[src/rtl/gpu_pkg.sv]
// rtl/gpu_pkg.sv - shared types and default widths for the program-memory path
package gpu_pkg;

    typedef enum logic [1:0] {
        IDLE      = 2'd0,
        READ_WAIT = 2'd1,
        RELEASE   = 2'd2
    } prog_arb_state_t;

    localparam int PROG_ADDR_BITS = 8;
    localparam int PROG_DATA_BITS = 16;

endpackage

[src/rtl/rr_priority_picker.sv]
// rtl/rr_priority_picker.sv - combinational round-robin search from a start pointer
module rr_priority_picker #(
    parameter int NUM_REQ = 4,
    parameter int ID_BITS = (NUM_REQ > 1) ? $clog2(NUM_REQ) : 1
) (
    input  logic [NUM_REQ-1:0] req,
    input  logic [ID_BITS-1:0] rr_ptr,
    output logic               found,
    output logic [ID_BITS-1:0] winner_id
);

    logic [ID_BITS:0]   idx_wide;
    logic [ID_BITS-1:0] idx;

    // Walk ascending from rr_ptr; the wrap subtracts NUM_REQ so non-power-of-two counts work.
    always_comb begin
        found     = 1'b0;
        winner_id = '0;
        idx_wide  = '0;
        idx       = '0;
        for (int k = 0; k < NUM_REQ; k++) begin
            idx_wide = {1'b0, rr_ptr} + (ID_BITS+1)'(k);
            if (idx_wide >= (ID_BITS+1)'(NUM_REQ)) begin
                idx_wide = idx_wide - (ID_BITS+1)'(NUM_REQ);
            end
            idx = idx_wide[ID_BITS-1:0];
            if (!found && req[idx]) begin
                found     = 1'b1;
                winner_id = idx;
            end
        end
    end

endmodule

[src/rtl/program_mem_arbiter.sv]
// rtl/program_mem_arbiter.sv - round-robin arbiter sharing one program-memory read port
module program_mem_arbiter
    import gpu_pkg::*;
#(
    parameter int NUM_CONSUMERS = 4,
    parameter int ADDR_BITS     = PROG_ADDR_BITS,
    parameter int DATA_BITS     = PROG_DATA_BITS
) (
    input  logic                                    clk,
    input  logic                                    reset_n,
    input  logic [NUM_CONSUMERS-1:0]                consumer_read_valid,
    input  logic [NUM_CONSUMERS-1:0][ADDR_BITS-1:0] consumer_read_address,
    output logic [NUM_CONSUMERS-1:0]                consumer_read_ready,
    output logic [NUM_CONSUMERS-1:0][DATA_BITS-1:0] consumer_read_data,
    output logic                                    mem_read_valid,
    output logic [ADDR_BITS-1:0]                    mem_read_address,
    input  logic                                    mem_read_ready,
    input  logic [DATA_BITS-1:0]                    mem_read_data
);

    localparam int ID_BITS = (NUM_CONSUMERS > 1) ? $clog2(NUM_CONSUMERS) : 1;

    prog_arb_state_t    state;
    logic [ID_BITS-1:0] rr_ptr;
    logic [ID_BITS-1:0] grant_id;
    logic               found;
    logic [ID_BITS-1:0] winner_id;

    rr_priority_picker #(
        .NUM_REQ (NUM_CONSUMERS),
        .ID_BITS (ID_BITS)
    ) u_picker (
        .req       (consumer_read_valid),
        .rr_ptr    (rr_ptr),
        .found     (found),
        .winner_id (winner_id)
    );

    always_ff @(posedge clk) begin
        if (!reset_n) begin
            state               <= IDLE;
            rr_ptr              <= '0;
            grant_id            <= '0;
            consumer_read_ready <= '0;
            consumer_read_data  <= '0;
            mem_read_valid      <= 1'b0;
            mem_read_address    <= '0;
        end else begin
            case (state)
                IDLE: begin
                    if (found) begin
                        grant_id         <= winner_id;
                        mem_read_address <= consumer_read_address[winner_id];
                        mem_read_valid   <= 1'b1;
                        state            <= READ_WAIT;
                    end
                end
                READ_WAIT: begin
                    if (mem_read_ready) begin
                        mem_read_valid                <= 1'b0;
                        consumer_read_data[grant_id]  <= mem_read_data;
                        consumer_read_ready[grant_id] <= 1'b1;
                        state                         <= RELEASE;
                    end
                end
                RELEASE: begin
                    consumer_read_ready[grant_id] <= 1'b0;
                    // Wait for the served unit to drop valid so a lingering request is not re-granted.
                    if (!consumer_read_valid[grant_id]) begin
                        rr_ptr <= (grant_id == ID_BITS'(NUM_CONSUMERS-1)) ? '0
                                                                          : grant_id + ID_BITS'(1);
                        state  <= IDLE;
                    end
                end
                default: state <= IDLE;
            endcase
        end
    end

endmodule
[config.mk]
export PLATFORM = sky130hd
export DESIGN_NAME = program_mem_arbiter
export DESIGN_NICKNAME = d
export VERILOG_FILES = /design/src/rtl/gpu_pkg.sv /design/src/rtl/rr_priority_picker.sv /design/src/rtl/program_mem_arbiter.sv
export SDC_FILE = /design/constraint.sdc
export NUM_CORES = 1
export LEC_CHECK = 0
export ABC_AREA = 1
export CAP_MARGIN = 20
export CORE_MARGIN = 3
export CORE_UTILIZATION = 45
export DETAILED_ROUTE_END_ITERATION = 10
export PLACE_DENSITY_LB_ADDON = 0.1
export SYNTH_ARGS = -nofsm -noshare
export SYNTH_HDL_FRONTEND = slang
export SYNTH_SLANG_ARGS = --single-unit
[constraint.sdc]
create_clock -name clk -period 1.96 [get_ports clk]
set_clock_uncertainty 0.05 [all_clocks]
set_input_delay 0.196 -clock clk [delete_from_list [all_inputs] [get_ports clk]]
set_output_delay 0.196 -clock clk [all_outputs]
set_load 0.05 [all_outputs]
### Yosys cells after proc, flatten, opt, wreduce, memory -nomap -nowiden

Index checks and enable logic that the tools add are counted.

* register bits: 83
* bits of input ports: 55
* word-level logic and storage cells: 94

* $add $sub $neg: 8
* $lt $le $gt $ge: 11
* equality and inequality tests: 6
* multiplexer cells: 39
* bitwise operators: 4
* reductions and logical operators: 16

Operator list (count)
* bitwise mux 64 bit: 1
* demux 16 bit (select 2 bit): 1
* 2-to-1 mux 2 bit: 12
* less-than comparator 2 x 3 -> 1 bit (second input constant): 6
* binary-select mux 8 bit (select 2 bit): 1
* 2-to-1 mux 16 bit: 1
* 2-to-1 mux 1 bit: 12
* binary-select mux 1 bit (select 2 bit): 5
* greater-or-equal comparator 3 bit (second input constant): 3
* 2-to-1 mux 8 bit: 1
* one-hot mux 4 bit (2 select lines): 1
* AND reduction 2 bit: 4
* subtractor 2 x 1 -> 2 bit (second input constant): 4
* adder 2 x 2 -> 3 bit (second input constant): 2
* inequality test 2 bit (second input constant): 3
* one-hot mux 2 bit (3 select lines): 1
* AND reduction 3 bit: 2
* bitwise AND 4 bit: 1
* == test 2 bit (second input constant): 2
* logical AND 1 bit: 4
* 2-to-1 mux 4 bit: 1
* inverter 4 bit: 1
* bitwise OR 4 bit: 1
* nonzero test 2 bit: 2
* 10 further kinds: 12

### Logic depth before layout (Yosys ltp)

* depth after elaboration: 16
* gate-level depth with buffers: 17
* gate-level depth less buffers: 15

### By module

Synthesis repeated with hierarchy kept, for this count alone.

* cells, all modules: 515
* area total of the unflattened synthesis: 3716.1 um^2

Modules (own cells, without submodules)
* program_mem_arbiter: instances 1, cells each 456, area each 3397.0 um^2, seq. area each 1661.6 um^2
* rr_priority_picker: instances 1, cells each 59, area each 319.1 um^2, seq. area each 0.0 um^2

### Least setup slack after synthesis

No wires, ideal clock.

* kind: register to register
* start point: reg rr_ptr[0]
* end point: reg mem_read_address[1]
* data arrival time: 1.478 ns
* setup slack: 0.323 ns
* cell stages (with the launch flop): 14
* path buffers: 2
* path through: dfxtp_1 buf_4 nand2_2 nand3_2 nand2_2 nor2_8 nand3_4 nand3_4 buf_6 nand2_1 nand3_1 nand3_1 nand2_1 inv_1

* cells in the longest elaborated chain, start to end: 16

Ends and longest elaborated chain
* start: declaration: RTL line program_mem_arbiter.sv:24 `logic [ID_BITS-1:0] rr_ptr;`
* start signal: assignment: RTL line program_mem_arbiter.sv:70 `rr_ptr <= (grant_id == ID_BITS'(NUM_CONSUMERS-1)) ? '0`
* branches (longest 16 deep; another with adder 2 x 1 -> 3 bit)
* end signal: assignment: RTL line program_mem_arbiter.sv:53 `mem_read_address <= consumer_read_address[winner_id];`
* end: declaration: RTL line program_mem_arbiter.sv:16 `output logic [ADDR_BITS-1:0] mem_read_address,`

Parallel ways; which one is timed is not known. The select of a mux whose other input is x is not followed.
A chain may end at the register's enable or synchronous reset.

### Final worst setup path

* start point: reg rr_ptr[0]
* end point: reg mem_read_address[5]

The elaborated chain is that of the path after synthesis.

==> impl_metrics.tcl <==
set metrics [dict create \
    worstPathRequired_ns 2.15 \
    ant_nets 0 \
    track_usage 0.226 \
    synth_simple_gate_area_share 0.358 \
    portBuffers 131 \
    cts_tree "yes" \
    synth_area_um2 3760 \
    status "finished, final reports clean" \
    synth.ff_latch_count 83 \
    cap_violations 0 \
    clk_latency_ns 0.35 \
    min_path_cells 2 \
    core_um2 7930 \
    grt_pass1_wl_um 17800 \
    hold_ws_ns 0.412 \
    slowest_delay_ns 0.35 \
    synth_compound_area_frac 0.112 \
    synth_top_family_by_area "simple AND/OR/NAND/NOR gates" \
    rsz0062_at_grt "no" \
    syn-num-nets 586 \
    arrival_ns 2.01 \
    fillCellCount 674 \
    firstDrtPassIters 5 \
    drtIter0Drc 197 \
    rr_startpoint "rr_ptr[0]" \
    hold_viol_final 0 \
    r2r_setup_slack_ns 0.14 \
    setup_slack_ns 0.144 \
    crit_buf_inv 4 \
    critPathTopFamily "simple AND/OR/NAND/NOR gates" \
    cp_cell_sequence "buf_8, nand2_1, nand2_2, nand2_2, nand2_4, nor2_8, nand3_4, nand2_4, inv_4, nand2_4, inv_2, nand2_1, nand3_1, nand2_1, inv_1" \
    placed_area_um2 5240 \
    grt_pass1_vias 3713 \
    maxSlewViolCount 0 \
    path_clk_slew_ns 0.08 \
    yosysSeqAreaShare 0.442 \
    syn_inst 527 \
    p_total_uw 4550 \
    final_area_um2 5520 \
    synth-xor-area-share 0 \
    holdPathEnd "consumer_read_data[50]" \
    worst_slew_pin_slew_ns 0.558 \
    post-route-util 0.697 \
    vias 4035 \
    die-height_um 97.4 \
    clockBufferDepth 2 \
    wire_per_inst_um 14.5 \
    vdd_ir_drop_max_uv 494 \
    syn-mean-instance-area_um2 7.13 \
    criticalPathCategory "flip-flop to flip-flop" \
    synth_mux_area_frac 0 \
    start_util 0.474 \
    layout-drive-gt1-share 0.117 \
    fin_crit_ns 1.82 \
    clock.fmax_mhz 551 \
    synthAdderAreaFrac 0.0133 \
    rr_endpoint "mem_read_address[5]" \
    io_pins 132 \
    cp-start-kind "flip-flop" \
    drt-total-wl_um 11200 \
    fp.dieArea_um2 9490 \
    cp_max_fo 10 \
    grt_max_degree 38 \
    cts_root_buf "clkbuf_8" \
    dp_hpwl_um 8200 \
    area_growth_pct 46.9 \
    hold_path_class "flip-flop to flip-flop" \
    maxSlewHeadroom 0.627 \
    antenna_found_initial 0 \
    r2r_cells 15 \
    diodes 0 \
    yosysWarningCount 0 \
    end_kind "flip-flop" \
    setup_viol 0 \
    h-tree-depth 3 \
    p_per_area_nw_per_um2 823 \
    grt.overflow.total 0 \
    routabilityCongestion 0.890 \
    cpMaxStageDelayCell "dfxtp_2" \
    dieWidth_um 97.4 \
    synth.distinct_cells 24 \
    vias_per_cell 5.23 \
    period_share 0.927 \
    cts_buffers 9 \
    cts_hold_buf 0 \
    power_leakage_uw 0.00216 \
    clkSinkCount 83 \
    num_rows 32 \
    drc 0 \
    dpl_worst_slack_ns -0.100 \
    fin_nets 724 \
    worstHoldStart "consumer_read_data[50]" \
]
-- Yosys cell counts (all sizes together) --
master,instances,share of area
nor3,1,0.0027
inv,33,0.034
o21ai,6,0.0080
dfxtp,83,0.44
a211oi,1,0.0033
nor2,19,0.025
nand2,171,0.19
nand3b,2,0.0040
buf,11,0.020
ha,4,0.013
a21oi,76,0.10
nand3,99,0.14
clkbuf,21,0.021
-- kinds of logic after synthesis --
logic type               count (synthesis)
buffers and inverters                   65
AND/OR/NAND/NOR                        292
adder cells (fa/ha/maj)                  4
AO/OA/AOI/OAI                           83
flip-flops                              83
-- worst max path at each step --
stage               depth (start not counted)                  end  slack, ns              startpoint
finish                                     15  mem_read_address[5]       0.14               rr_ptr[0]
floorplan                                  13  mem_read_address[1]       0.32               rr_ptr[0]
global placement                           15  mem_read_address[6]       0.01  consumer_read_valid[1]
global route                               15  mem_read_address[5]      0.007               rr_ptr[0]
detailed placement                         14  mem_read_address[5]      -0.10  consumer_read_valid[2]
CTS                                        13  mem_read_address[5]        0.1               rr_ptr[0]
-- per-stage QoR --
stage	TNS, ns	std cells
floorplan	0	527
global placement	0	752
detailed placement	-0.540	752
CTS	0	767
global route	0	771
finish	0	771
-- worst reg2reg max path: stages, from the launching register on --
cell and delay, ns:
dfxtp_2 0.35, buf_8 0.14, nand2_1 0.07, nand2_2 0.08, nand2_2 0.09, nand2_4 0.06
nor2_8 0.13, nand3_4 0.14, nand2_4 0.14, inv_4 0.08, nand2_4 0.09, inv_2 0.06
nand2_1 0.06, nand3_1 0.06, nand2_1 0.06, inv_1 0.04
-- layout make-up --
type,count,area (um2),share of cell area
well taps,102,128,0.0231
inverters,33,129,0.0233
clock inverters,4,75.1,0.0136
flip-flops and latches,83,1660,0.301
repair buffers,158,1530,0.278
clock buffers,11,141,0.0256
multi-input cells,380,1850,0.335
-- sequential cells by signal (all words and copies together) (netlist names), named ones only --
register            cells
consumer_read_data     64
grant_id                2
mem_read_address        8
mem_read_valid          1
rr_ptr                  2
state                   2
-- cells in the final DEF, fill, tap and decap left out, types with 2 or more instances in the layout --
master,Yosys,layout
a21oi_1,76,76
buf_4,1,25
bufinv_16,0,2
clkbuf_8,0,10
clkdlybuf4s50_1,0,131
clkinvlp_4,0,2
dfxtp_1,83,81
dfxtp_2,0,2
ha_1,4,4
inv_1,26,24
inv_2,6,7
inv_4,1,2
nand2_1,157,156
nand2_2,10,10
nand2_4,4,5
nand3_1,95,94
nand3_2,2,4
nand3_4,2,2
nand3b_1,2,2
nor2_1,16,16
o21ai_0,6,6
-- layer usage --
| metal | vias to the layer above | track usage | wire length [um] |
|---|---|---|---|
| met5 | - | 0 | 0 |
| met4 | 0 | 0.0596 | 166 |
| met3 | 14 | 0.0452 | 851 |
| met2 | 168 | 0.382 | 5310 |
| met1 | 1856 | 0.293 | 4830 |
| li1 | 1997 | - | - |
-- repair_timing --
item	in CTS	in global routing
buffers inserted	0	3
gates resized for setup	0	10
endpoints found under the setup margin	0	7
-- report_power, final --
part           total (uW)  internal [uW]  switching (uW)
registers            1840           1780            62.4
clock network        1330            746             581
logic                1380            503             875
total                4550           3030            1520
Power figures use the tool's default switching activity.
